### src/rtl/trace_capture_buffer.sv
// Logic-analyzer trace buffer. It records debug words into a circular RAM and, after a
// trigger plus a programmable post-trigger window, streams the window oldest-first as bytes.
//
// state     | meaning
// ----------+-------------------------------------------------------------
// S_CAPTURE | armed, recording enabled samples, waiting for trigger
// S_POST    | triggered, recording the remaining post-trigger samples
// S_DUMP    | streaming header + entries on the byte handshake
// S_DONE    | stream finished, waiting for arm
module trace_capture_buffer #(
  parameter int CAPTURE_WIDTH_BITS = 32,
  parameter int CAPTURE_SIZE       = 128,
  parameter int POST_TRIGGER       = 64
) (
  input  logic                          clk,
  input  logic                          reset,
  input  logic [CAPTURE_WIDTH_BITS-1:0] capture_data,
  input  logic                          capture_enable,
  input  logic                          trigger,
  input  logic                          arm,
  output logic [7:0]                    dump_byte,
  output logic                          dump_byte_valid,
  input  logic                          dump_byte_ready,
  output logic                          armed,
  output logic                          triggered,
  output logic                          done
);

  localparam int B   = (CAPTURE_WIDTH_BITS + 7) / 8;
  localparam int SW  = B * 8;
  localparam int AW  = $clog2(CAPTURE_SIZE);
  localparam int FW  = $clog2(CAPTURE_SIZE + 1);
  localparam int PW  = $clog2(POST_TRIGGER + 1);
  localparam int BCW = (B > 1) ? $clog2(B) : 1;

  typedef enum logic [1:0] {S_CAPTURE, S_POST, S_DUMP, S_DONE} state_t;
  typedef enum logic [2:0] {D_INIT, D_HDR0, D_HDR1, D_LOAD, D_BYTES} dphase_t;

  state_t  state;
  dphase_t dphase;

  logic [CAPTURE_WIDTH_BITS-1:0] mem [CAPTURE_SIZE];
  logic [CAPTURE_WIDTH_BITS-1:0] rd_q;

  logic [AW-1:0]  wr_ptr;
  logic [AW-1:0]  rd_ptr;
  logic [FW-1:0]  fill;
  logic [FW-1:0]  entries_left;
  logic [PW-1:0]  post_left;
  logic [BCW-1:0] byte_left;
  logic [SW-1:0]  shift;

  logic           wr_en;
  logic           fill_full;
  logic [AW-1:0]  oldest;
  logic [15:0]    entry_count;
  logic           xfer;
  logic [SW-1:0]  shift_next;
  logic [SW-1:0]  rd_ext;
  logic           trig_last;

  always_comb begin
    wr_en       = capture_enable && (state == S_CAPTURE || state == S_POST);
    fill_full   = (fill == FW'(CAPTURE_SIZE));
    oldest      = fill_full ? wr_ptr : '0;
    entry_count = 16'(fill);
    xfer        = dump_byte_valid && dump_byte_ready;
    shift_next  = shift >> 8;
    rd_ext      = SW'(rd_q);
    trig_last   = capture_enable && (POST_TRIGGER == 1);
  end

  // Single write port, single synchronous read port; dump reads only happen
  // in S_DUMP, where writes are blocked.
  always_ff @(posedge clk) begin
    if (wr_en) mem[wr_ptr] <= capture_data;
    rd_q <= mem[rd_ptr];
  end

  always_ff @(posedge clk) begin
    if (reset) begin
      state           <= S_CAPTURE;
      dphase          <= D_INIT;
      wr_ptr          <= '0;
      rd_ptr          <= '0;
      fill            <= '0;
      entries_left    <= '0;
      post_left       <= '0;
      byte_left       <= '0;
      shift           <= '0;
      dump_byte       <= '0;
      dump_byte_valid <= 1'b0;
      armed           <= 1'b1;
      triggered       <= 1'b0;
      done            <= 1'b0;
    end else begin
      if (wr_en) begin
        wr_ptr <= wr_ptr + AW'(1);
        if (!fill_full) fill <= fill + FW'(1);
      end

      case (state)
        S_CAPTURE: begin
          if (trigger) begin
            armed     <= 1'b0;
            triggered <= 1'b1;
            if (trig_last) begin
              state  <= S_DUMP;
              dphase <= D_INIT;
            end else begin
              state     <= S_POST;
              post_left <= capture_enable ? PW'(POST_TRIGGER - 1) : PW'(POST_TRIGGER);
            end
          end
        end

        S_POST: begin
          if (capture_enable) begin
            if (post_left == PW'(1)) begin
              state  <= S_DUMP;
              dphase <= D_INIT;
            end else begin
              post_left <= post_left - PW'(1);
            end
          end
        end

        S_DUMP: begin
          case (dphase)
            D_INIT: begin
              rd_ptr          <= oldest;
              entries_left    <= fill;
              dump_byte       <= entry_count[7:0];
              dump_byte_valid <= 1'b1;
              dphase          <= D_HDR0;
            end
            D_HDR0: begin
              if (xfer) begin
                dump_byte <= entry_count[15:8];
                dphase    <= D_HDR1;
              end
            end
            // rd_q already holds the oldest entry here, so the first entry
            // follows the header without a bubble.
            D_HDR1, D_LOAD: begin
              if (xfer || dphase == D_LOAD) begin
                dump_byte       <= rd_ext[7:0];
                shift           <= rd_ext;
                dump_byte_valid <= 1'b1;
                byte_left       <= BCW'(B - 1);
                rd_ptr          <= rd_ptr + AW'(1);
                entries_left    <= entries_left - FW'(1);
                dphase          <= D_BYTES;
              end
            end
            D_BYTES: begin
              if (xfer) begin
                if (byte_left != '0) begin
                  dump_byte <= shift_next[7:0];
                  shift     <= shift_next;
                  byte_left <= byte_left - BCW'(1);
                end else if (entries_left == '0) begin
                  dump_byte_valid <= 1'b0;
                  state           <= S_DONE;
                  triggered       <= 1'b0;
                  done            <= 1'b1;
                end else begin
                  dump_byte_valid <= 1'b0;
                  dphase          <= D_LOAD;
                end
              end
            end
            default: dphase <= D_INIT;
          endcase
        end

        S_DONE: begin
          if (arm) begin
            state  <= S_CAPTURE;
            armed  <= 1'b1;
            done   <= 1'b0;
            wr_ptr <= '0;
            fill   <= '0;
          end
        end

        default: state <= S_CAPTURE;
      endcase
    end
  end

endmodule

### config.mk
export PLATFORM = sky130hd
export DESIGN_NAME = trace_capture_buffer
export DESIGN_NICKNAME = d
export VERILOG_FILES = /design/src/rtl/trace_capture_buffer.sv
export SDC_FILE = /design/constraint.sdc
export NUM_CORES = 2
export LEC_CHECK = 0
export BUFFER_PORTS_ARGS = -buffer_cell sky130_fd_sc_hd__buf_2
export CORE_MARGIN = 8
export CORE_UTILIZATION = 52
export DETAILED_ROUTE_END_ITERATION = 6
export PLACE_DENSITY = 0.66
export SETUP_SLACK_MARGIN = 0.15
export SYNTH_ARGS = -nofsm -noshare
export SYNTH_HDL_FRONTEND = slang
export SYNTH_SLANG_ARGS = --single-unit
### constraint.sdc
create_clock -name clk -period 5.1 [get_ports clk]
set_clock_uncertainty 0.2 [all_clocks]
set_input_delay 0.51 -clock clk [delete_from_list [all_inputs] [get_ports clk]]
set_output_delay 0.51 -clock clk [all_outputs]
set_load 0.005 [all_outputs]
==> metrics.yaml <==
place:
  gp_congestion: 0.912
  dp_hpwl_um: 274000
  numPortBuffers: 49
sta:
  hold_violations: 0
  tightest_slew_ns: 1.37
  fin_tns_setup_ns: 0
  period_share_pct: 92.1
  rsz0062_at_grt: "no"
  maxSlewViolCount: 0
  fin_crit_ns: 4.70
  relSlewSlack_pct: 7.22
  setup_viol: 0
  clock.fmax_mhz: 213
pwr:
  power-per-cell-area_mw_per_mm2: 463
  vdd_ir_drop_max_uv: 353
  power.static_leakage_uw: 0.0572
  p_total_uw: 85200
critical_path:
  reg2reg_setup_slack_ns: 0.40
  ff2ff_path_depth: 7
  crit_path_max_incr_delay_ns: 1.10
  crit_start: "rd_ptr[1]"
  crit_type: "register to register"
  arrival_ns: 5.30
  path_cells: "buf_12, buf_4, mux4_2, mux2i_1, o221ai_1, a211oi_1, a21oi_1"
  crit_fanout: 35
  critPathLaunchType: "register"
  r2r_start: "rd_ptr[1]"
  slowest_stage: "dfxtp_4"
  worstSetupEndpointType: "register"
  required_ns: 5.70
  r2r_end: "rd_ext[12]"
route:
  via_per_inst: 6.62
  ant_nets: 0
  drc: 0
  drt_iter0_markers: 12400
  wl_per_cell_um: 36.0
  firstDrtPassIters: 5
  vias: 83600
  routed_wirelength_um: 454000
final_layout:
  final_nets: 8178
  final_cell_mix: "edfxtp_1, mux4_2, mux2i_1"
  fillers: 21900
  syn2layout_area_growth_pct: 13.4
  drive_gt1_share_pct: 25.3
  layout_commonest_cell: "edfxtp_1"
clocking:
  root_buffer: "clkbuf_16"
  cts_resized: 0
  cts_max_level: 5
  numCtsBuffers: 421
  clock_path_buffers: 4
  clk_latency_ns: 1.00
  clk_pin_slew_ns: 0.07
  clock-sinks: 4208
  cts_tree: "done"
logic_synthesis:
  ys_seq_area_share_pct: 77.2
  syn_area_sq_mm: 0.162
  yosys-top-cells-area: "edfxtp_1, mux4_2, mux2i_1, dfxtp_1, nor2_1"
  yosysWarnings: 0
  ys_seq_elements: 4208
  synth_edf_count: 4096
  synth.largest_area_cell: "edfxtp_1"
  syn_inst: 7652
  ys.flop_type: "edfxtp_1"
  synth-async-reset-ratio_pct: 0
  synthesis.nets: 7703
  synth_top_area_share_pct: 75.8
  ys_types: 80
  avgSynthCellArea_sq_um: 21.2
die:
  fp.dieW_um: 575
  start_util_pct: 52.2
  die_y_um: 575
  core_area_sq_mm: 0.311
  ios: 50
  die_area_sq_mm: 0.330
  fp-row-count: 205
worst_hold_path:
  holdCritStartpoint: "capture_data[15]"
  hold_path.class: "input pin to register"
  hold-path-cell-count: 1
  holdPathEnd: "mem[113][15]"
grt:
  use_met1_pct: 38.3
  grt-busiest-layer: "met2"
  grt-ovfl-total: 0
  grt_pass1_wl_um: 635000
  grt_max_degree: 129
  gr-usage-met3_pct: 5.92
  grt_pass1_vias: 81900
  grt_util_met2_pct: 41.3
  antenna_found_initial: 32
  track_usage_pct: 27.0
outcome:
  status: "finished clean"
job:
  maxCapViolCount: 0
==> where the power goes <==
part	total, uW	switching, uW	leakage, uW	internal (uW)
Sequential	38800	495	0.0377	38300
Combinational	15900	9570	0.0128	6350
Clock	30400	13200	0.00662	17300
Total	85200	23200	0.0572	61900
==> per-stage QoR <==
stage          setup WS, ns  hold WS, ns  cells  util [%]  instance area, sq um
2_1_floorplan         0.933        0.237   7652         -                162000
3_3_place_gp          0.335        0.243  11800      54.7                170000
3_5_place_dp          0.448        0.252  11800      54.7                170000
4_1_cts               0.421      0.00627  12600      59.1                184000
5_1_grt               0.472      0.00842  12600      59.1                184000
6_report              0.403      0.00398  12600      59.1                184000
==> worst max-delay path, delay by kind of cell (launching register included) <==
| family | cells | cell delay (ns) |
|---|---|---|
| AO/OA/AOI/OAI | 3 | 1.55 |
| buffers and inverters | 2 | 0.67 |
| flip-flops | 1 | 1.10 |
| multiplexers | 2 | 0.89 |
==> final cells by class <==
cell class	count	area, sq um	share of cell area (%)
sequential	4208	125000	68.1
antenna	14	35.0	0.0190
multi-input combinational	2968	35300	19.2
tap	4140	5180	2.82
clock inverter	242	2490	1.35
inverter	21	93.8	0.0510
clock buffer	529	11100	6.02
timing repair buffer	507	4560	2.48
==> cells in the mapped netlist (15+ instances only) <==
master / n
a211o_1: 15
a211oi_1: 53
a21oi_1: 141
a221o_1: 19
a221oi_1: 84
a22oi_1: 110
a311oi_1: 18
a31oi_1: 18
buf_2: 143
buf_4: 85
buf_6: 54
clkbuf_1: 146
dfxtp_1: 112
edfxtp_1: 4096
inv_1: 17
mux2_2: 65
mux2i_1: 574
mux4_2: 827
nand2_1: 220
nand3_1: 35
nor2_1: 251
nor2b_1: 36
nor4_1: 21
o21ai_0: 71
o221ai_1: 89
o22ai_1: 92
or3_1: 15
==> flip-flops by register name, indices dropped and copies added (netlist names), 8 cells and up <==
name	count
mem	4096
rd_ext	32
shift	24
dump_byte	8
entries_left	8
fill	8
==> worst max path at each step <==
| stage | end | slack, ns | cells past startpoint |
|---|---|---|---|
| 2_1_floorplan | mem[31][0] | 0.93 | 7 |
| 3_3_place_gp | rd_ext[17] | 0.33 | 7 |
| 3_5_place_dp | rd_ext[3] | 0.45 | 8 |
| 4_1_cts | rd_ext[3] | 0.42 | 8 |
| 5_1_grt | rd_ext[12] | 0.47 | 7 |
| 6_report | rd_ext[12] | 0.40 | 7 |
==> what timing repair did <==
action,CTS,global route
hold buffers,27,0
buffers inserted,0,0
hold endpoints to repair,488,0
==> logic make-up (layout without fill, tap and decap cells) <==
| logic type | after synthesis | in the layout | share of synthesized area (%) |
|---|---|---|---|
| AOI/OAI and AO/OA | 791 | 791 | 3.49 |
| xor gates and xnor gates | 16 | 16 | 0.0864 |
| adders and majority gates | 13 | 13 | 0.100 |
| buffers and inverters | 476 | 1299 | 1.74 |
| DFF | 4208 | 4208 | 77.2 |
| muxes | 1468 | 1468 | 15.5 |
| other | 0 | 14 | 0 |
| and+or+nand+nor | 680 | 680 | 1.90 |
==> per-layer routing <==
metal,wire (um),vias to the layer above
met5,27,-
met4,21600,4
met3,51800,871
met2,207000,5191
met1,173000,44400
li1,-,33100
Power figures use the tool's default switching activity.
